$ cat src/rtl/pos_edge_gen.sv
`default_nettype none
// +----------------------------------------------------------------------------+
// | Module      : pos_edge_gen                                                 |
// | Description : Turns single-cycle trigger pulses into clean rising edges on |
// |               a registered level output. Each edge has a programmable high |
// |               time and a guaranteed low (recovery) time. Triggers arriving |
// |               while an edge is in progress are queued up to MAX_PEND.      |
// |               Optional macro POS_EDGE_GEN_EDGE_CNT_EN adds a 16-bit count  |
// |               of emitted rising edges on port edge_cnt.                    |
// | Revision    : 1.0 - initial release                                        |
// +----------------------------------------------------------------------------+
module pos_edge_gen #(
  parameter int CNT_W    = 8,
  parameter int MAX_PEND = 4,
  localparam int PEND_W  = $clog2(MAX_PEND + 1)
) (
  input  logic              clk,
  input  logic              rst,
  input  logic              trig,
  input  logic [CNT_W-1:0]  cfg_high,
  input  logic [CNT_W-1:0]  cfg_low,
  input  logic              ovf_clr,
  output logic              data,
  output logic              busy,
  output logic [PEND_W-1:0] pend_cnt,
  output logic              ovf
`ifdef POS_EDGE_GEN_EDGE_CNT_EN
  , output logic [15:0]     edge_cnt
`endif
);

  typedef enum logic [1:0] {
    ST_IDLE = 2'd0,
    ST_HIGH = 2'd1,
    ST_LOW  = 2'd2
  } state_t;

  localparam logic [PEND_W-1:0] C_PEND_FULL = PEND_W'(MAX_PEND);
  localparam logic [CNT_W-1:0]  C_CNT_ONE   = CNT_W'(1);

  state_t              state, state_n;
  logic [CNT_W-1:0]    hcnt, hcnt_n;
  logic [CNT_W-1:0]    lcnt, lcnt_n;
  logic [PEND_W-1:0]   pend_n;
  logic                ovf_n;
  logic                start;
  logic                have_req;
  logic                drop;
  logic [CNT_W-1:0]    high_len;
  logic [CNT_W-1:0]    low_len;

  // Zero-length phases are promoted to one cycle so every edge is visible.
  assign high_len = (cfg_high == '0) ? C_CNT_ONE : cfg_high;
  assign low_len  = (cfg_low  == '0) ? C_CNT_ONE : cfg_low;
  assign have_req = trig || (pend_cnt != '0);

  // Next-state, phase counters, trigger queue and sticky overflow.
  always_comb begin
    state_n = state;
    hcnt_n  = hcnt;
    lcnt_n  = lcnt;
    start   = 1'b0;
    pend_n  = pend_cnt;
    drop    = 1'b0;
    ovf_n   = ovf;

    case (state)
      ST_IDLE: begin
        if (have_req) start = 1'b1;
      end
      ST_HIGH: begin
        hcnt_n = hcnt - C_CNT_ONE;
        if (hcnt == C_CNT_ONE) begin
          state_n = ST_LOW;
          lcnt_n  = low_len;
        end
      end
      ST_LOW: begin
        lcnt_n = lcnt - C_CNT_ONE;
        if (lcnt == C_CNT_ONE) begin
          if (have_req) start = 1'b1;
          else          state_n = ST_IDLE;
        end
      end
      default: state_n = ST_IDLE;
    endcase

    if (start) begin
      state_n = ST_HIGH;
      hcnt_n  = high_len;
    end

    // A start prefers a queued trigger; a simultaneous new trigger then
    // takes the freed slot, so the count is unchanged and nothing drops.
    if (start && (pend_cnt != '0)) begin
      if (!trig) pend_n = pend_cnt - PEND_W'(1);
    end else if (!start && trig) begin
      if (pend_cnt == C_PEND_FULL) drop   = 1'b1;
      else                         pend_n = pend_cnt + PEND_W'(1);
    end

    // A new drop takes priority over a clear in the same cycle.
    if (drop)         ovf_n = 1'b1;
    else if (ovf_clr) ovf_n = 1'b0;
  end

  // State register and registered outputs.
  always_ff @(posedge clk) begin
    if (rst) begin
      state    <= ST_IDLE;
      hcnt     <= '0;
      lcnt     <= '0;
      pend_cnt <= '0;
      ovf      <= 1'b0;
      data     <= 1'b0;
      busy     <= 1'b0;
    end else begin
      state    <= state_n;
      hcnt     <= hcnt_n;
      lcnt     <= lcnt_n;
      pend_cnt <= pend_n;
      ovf      <= ovf_n;
      data     <= (state_n == ST_HIGH);
      busy     <= (state_n != ST_IDLE);
    end
  end

`ifdef POS_EDGE_GEN_EDGE_CNT_EN
  // Count of rising edges emitted; wraps naturally at 16 bits.
  always_ff @(posedge clk) begin
    if (rst)        edge_cnt <= '0;
    else if (start) edge_cnt <= edge_cnt + 16'd1;
  end
`endif

endmodule
`default_nettype wire

$ cat config.mk
export PLATFORM = sky130hd
export DESIGN_NAME = pos_edge_gen
export DESIGN_NICKNAME = d
export VERILOG_FILES = /design/src/rtl/pos_edge_gen.sv
export SDC_FILE = /design/constraint.sdc
export NUM_CORES = 1
export LEC_CHECK = 0
export BUFFER_PORTS_ARGS = -buffer_cell sky130_fd_sc_hd__buf_2
export CAP_MARGIN = 10
export CORE_MARGIN = 1.5
export CORE_UTILIZATION = 55
export DETAILED_ROUTE_END_ITERATION = 12
export GPL_ROUTABILITY_DRIVEN = 0
export PLACE_DENSITY_LB_ADDON = 0.05
export SYNTH_ARGS = -nofsm -noshare
export SYNTH_HDL_FRONTEND = slang
export SYNTH_SLANG_ARGS = --single-unit
$ cat constraint.sdc
create_clock -name clk -period 3.3 [get_ports clk]
set_clock_uncertainty 0.1 [all_clocks]
set_input_delay 0.33 -clock clk [delete_from_list [all_inputs] [get_ports clk]]
set_output_delay 0.33 -clock clk [all_outputs]
set_load 0.1 [all_outputs]
==> impl_metrics.json <==
{
  "nNetsFinal": 226,
  "internal_power_uw": 723.0,
  "grt_pass1_vias": 1252,
  "synth_nets": 204,
  "synth_area_mm2": 0.001446,
  "hold_path_class": "in2reg",
  "ant_nets": 0,
  "die_y_um": 54.28,
  "timing.rr.end": "pend_cnt[2]$_SDFFE_PP0P_",
  "p_sw_share_pct": 51.92,
  "finalHoldViolations": 0,
  "startpoint": "pend_cnt[2]$_SDFFE_PP0P_",
  "cap_violations": 0,
  "fill_cells": 235,
  "synth_area_per_cell_um2": 8.080,
  "tns_ps": 0,
  "n_antenna_cell": 0,
  "postCtsSetupBuffers": 0,
  "peakVddDrop_mv": 0.6568,
  "drv_slew": 0,
  "finalCriticalPeriod_ps": 2760,
  "synth_seq_cells": 24,
  "grt-ovfl-total": 0,
  "critPathMaxFanout": 11,
  "ys_seq_area_share_pct": 33.22,
  "startpoint_type": "register",
  "critPathCapture": "pend_cnt[2]$_SDFFE_PP0P_",
  "power.density_mw_per_mm2": 944.1,
  "routedWlPerCell_um": 14.30,
  "vias": 1384,
  "cts_resized": 0,
  "worstSetupPathType": "reg2reg",
  "leakagePower_uw": 0.0005964,
  "critPathCaptureType": "register",
  "dpl_cell_area_mm2": 0.001556,
  "grt_pass1_wl_mm": 5.333,
  "finalCritPeriodShare_pct": 83.64,
  "power_frac_comb_pct": 55.3,
  "die_area_mm2": 0.002946,
  "r2r_cells": 8,
  "p_clk_share_pct": 10.5,
  "cts_buffers": 3,
  "start_util_pct": 58.38,
  "cts_tree": "done",
  "routed_wl_mm": 3.290,
  "cts_hold_buf": 0,
  "fmax_ghz": 0.3623,
  "clockBufferDepth": 2,
  "clock_sinks": 24,
  "route.detailed.drc": 0,
  "core.rowCount": 18,
  "setup_viol": 0,
  "reg2reg_slack_ps": 540,
  "synth_edf_count": 0,
  "area_growth_syn_to_layout_pct": 10.12,
  "p_seq_share_pct": 34.2,
  "clkTransAtPathRegs_ps": 130,
  "rsz0062_at_grt": "false",
  "worst_r2r_startpoint": "pend_cnt[2]$_SDFFE_PP0P_",
  "synth_flop_cell": "dfxtp_1",
  "synth_cell_types": 46,
  "dr.pass1.iters": 4,
  "clkLatencyLatePin_ps": 310,
  "grt_max_degree": 24,
  "grt_util_all_layers_pct": 24.53,
  "drt_iter0_markers": 45,
  "final_area_mm2": 0.001593,
  "antenna_found_initial": 0,
  "slew_headroom_pct": 47.05,
  "drt-vias-per-instance": 6.017,
  "tightest_slew_ps": 787.1,
  "final_layout_size_suffix_gt1_share_pct": 20.00,
  "ys_warn_count": 0,
  "cts_root_buffer": "clkbuf_4",
  "port_buffers": 25,
  "async_reset_ff_share_pct": 0,
  "hpwl_mm": 2.518,
  "outcome": "finished, final reports clean",
  "ios": 26,
  "dieWidth_um": 54.28,
  "coreArea_mm2": 0.002477,
  "htree_levels": 1,
  "synth_cells": 179,
  "worstPathRequired_ps": 3400,
  "p_sw_uw": 780.7,
  "cp.arrival_ps": 2860
}
## layout make-up
| class | count | area (um^2) | share of cell area [%] |
|---|---|---|---|
| multi-input cells | 138 | 879.6 | 55.22 |
| flip-flops and latches | 24 | 480.5 | 30.16 |
| inverters | 9 | 33.78 | 2.121 |
| repair buffers | 25 | 125.1 | 7.855 |
| well taps | 30 | 37.54 | 2.357 |
| clock buffers | 4 | 36.28 | 2.278 |
## how the worst min path moves through the flow
stage	startpoint	endpoint	slack, ps	cells past startpoint
CTS	ovf_clr	ovf$_SDFFE_PP0P_	150	3
detailed placement	ovf$_SDFFE_PP0P_	ovf$_SDFFE_PP0P_	350	2
finish	ovf_clr	ovf$_SDFFE_PP0P_	160	3
global route	ovf_clr	ovf$_SDFFE_PP0P_	200	3
floorplan	rst	hcnt[4]$_SDFFE_PP0P_	300	1
global placement	ovf$_SDFFE_PP0P_	ovf$_SDFFE_PP0P_	350	2
## placed cells by master, fill, tap and decap left out, types with 5 or more instances in the layout
cell type  synthesis  routed
dfxtp_1           24      24
nor4_1             6       6
nand3_1            8       8
nand2_1           17      17
nor3_1             7       7
nor2_1            18      18
ha_1               5       5
inv_1              9       9
buf_2              4      25
a21oi_1           22      22
a211oi_1           6       6
## per-stage QoR
stage	total power, uW	util, %	worst slack (ps)	instances	hold slack [ps]
after floorplan	1194	-	259.6	179	302.8
after detailed placement	1344	62.83	564.9	226	354.6
final	1504	64.29	539.9	230	155.2
after global placement	1320	62.83	704.2	226	353.1
after CTS	1500	64.29	552.0	230	153.7
after global routing	1617	64.29	251.5	230	200.5
## power by group through the flow
stage	clock, uW	sequential [uW]	combinational [uW]
CTS	159	511	830
finish	158	514	832
global placement	0	511	809
detailed placement	0	518	826
floorplan	0	668	526
global route	169	533	916
## cell families (layout without fill, tap and decap cells)
family,Yosys count,after routing,synth area share (%)
buffers and inverters,17,38,5.969
DFF,24,24,33.22
adders and majority gates,5,5,4.325
AOI/OAI and AO/OA,53,53,25.69
xor gates and xnor gates,5,5,3.028
and+or+nand+nor,75,75,27.77
## critical path: stages, from the launching register on
cell and delay (ps):
dfxtp_1 410, nor4_1 610, nor2_1 160, nand2_1 300, o21ai_1 130, ha_1 220, or4_1 510, o311ai_1 100
a211oi_1 110
## layer usage
metal  share of wire [%]  up-vias  GRT usage, %
li1                    -      707             -
met1                  51      650         34.97
met2                  46       25         38.15
met3                 2.9        2         3.005
met4                0.46        0         8.333
met5                   0        -             0
## cell usage after synthesis, drive strengths merged, types with 2 or more instances
master | instances | area, um^2
or3 | 2 | 12.51
nand4 | 3 | 18.77
inv | 9 | 33.78
dfxtp | 24 | 480.5
a211oi | 6 | 45.04
a22oi | 4 | 30.03
or4 | 3 | 26.27
xnor2 | 2 | 17.52
ha | 5 | 62.56
nor3b | 2 | 15.01
nand2 | 17 | 63.81
nor2 | 19 | 73.82
nor3 | 8 | 45.04
o311ai | 2 | 17.52
nor4 | 8 | 71.32
o21ai | 5 | 25.02
a31oi | 2 | 12.51
a221oi | 2 | 17.52
buf | 5 | 31.28
clkbuf | 3 | 21.27
nand2b | 2 | 12.51
a21oi | 23 | 118.9
nand3 | 8 | 40.04
xor2 | 3 | 26.28
## registers in the layout (all words and copies together) (netlist names)
name      cells
lcnt          8
busy          1
state         2
hcnt          8
ovf           1
pend_cnt      3
data          1
Power figures use the tool's default switching activity.
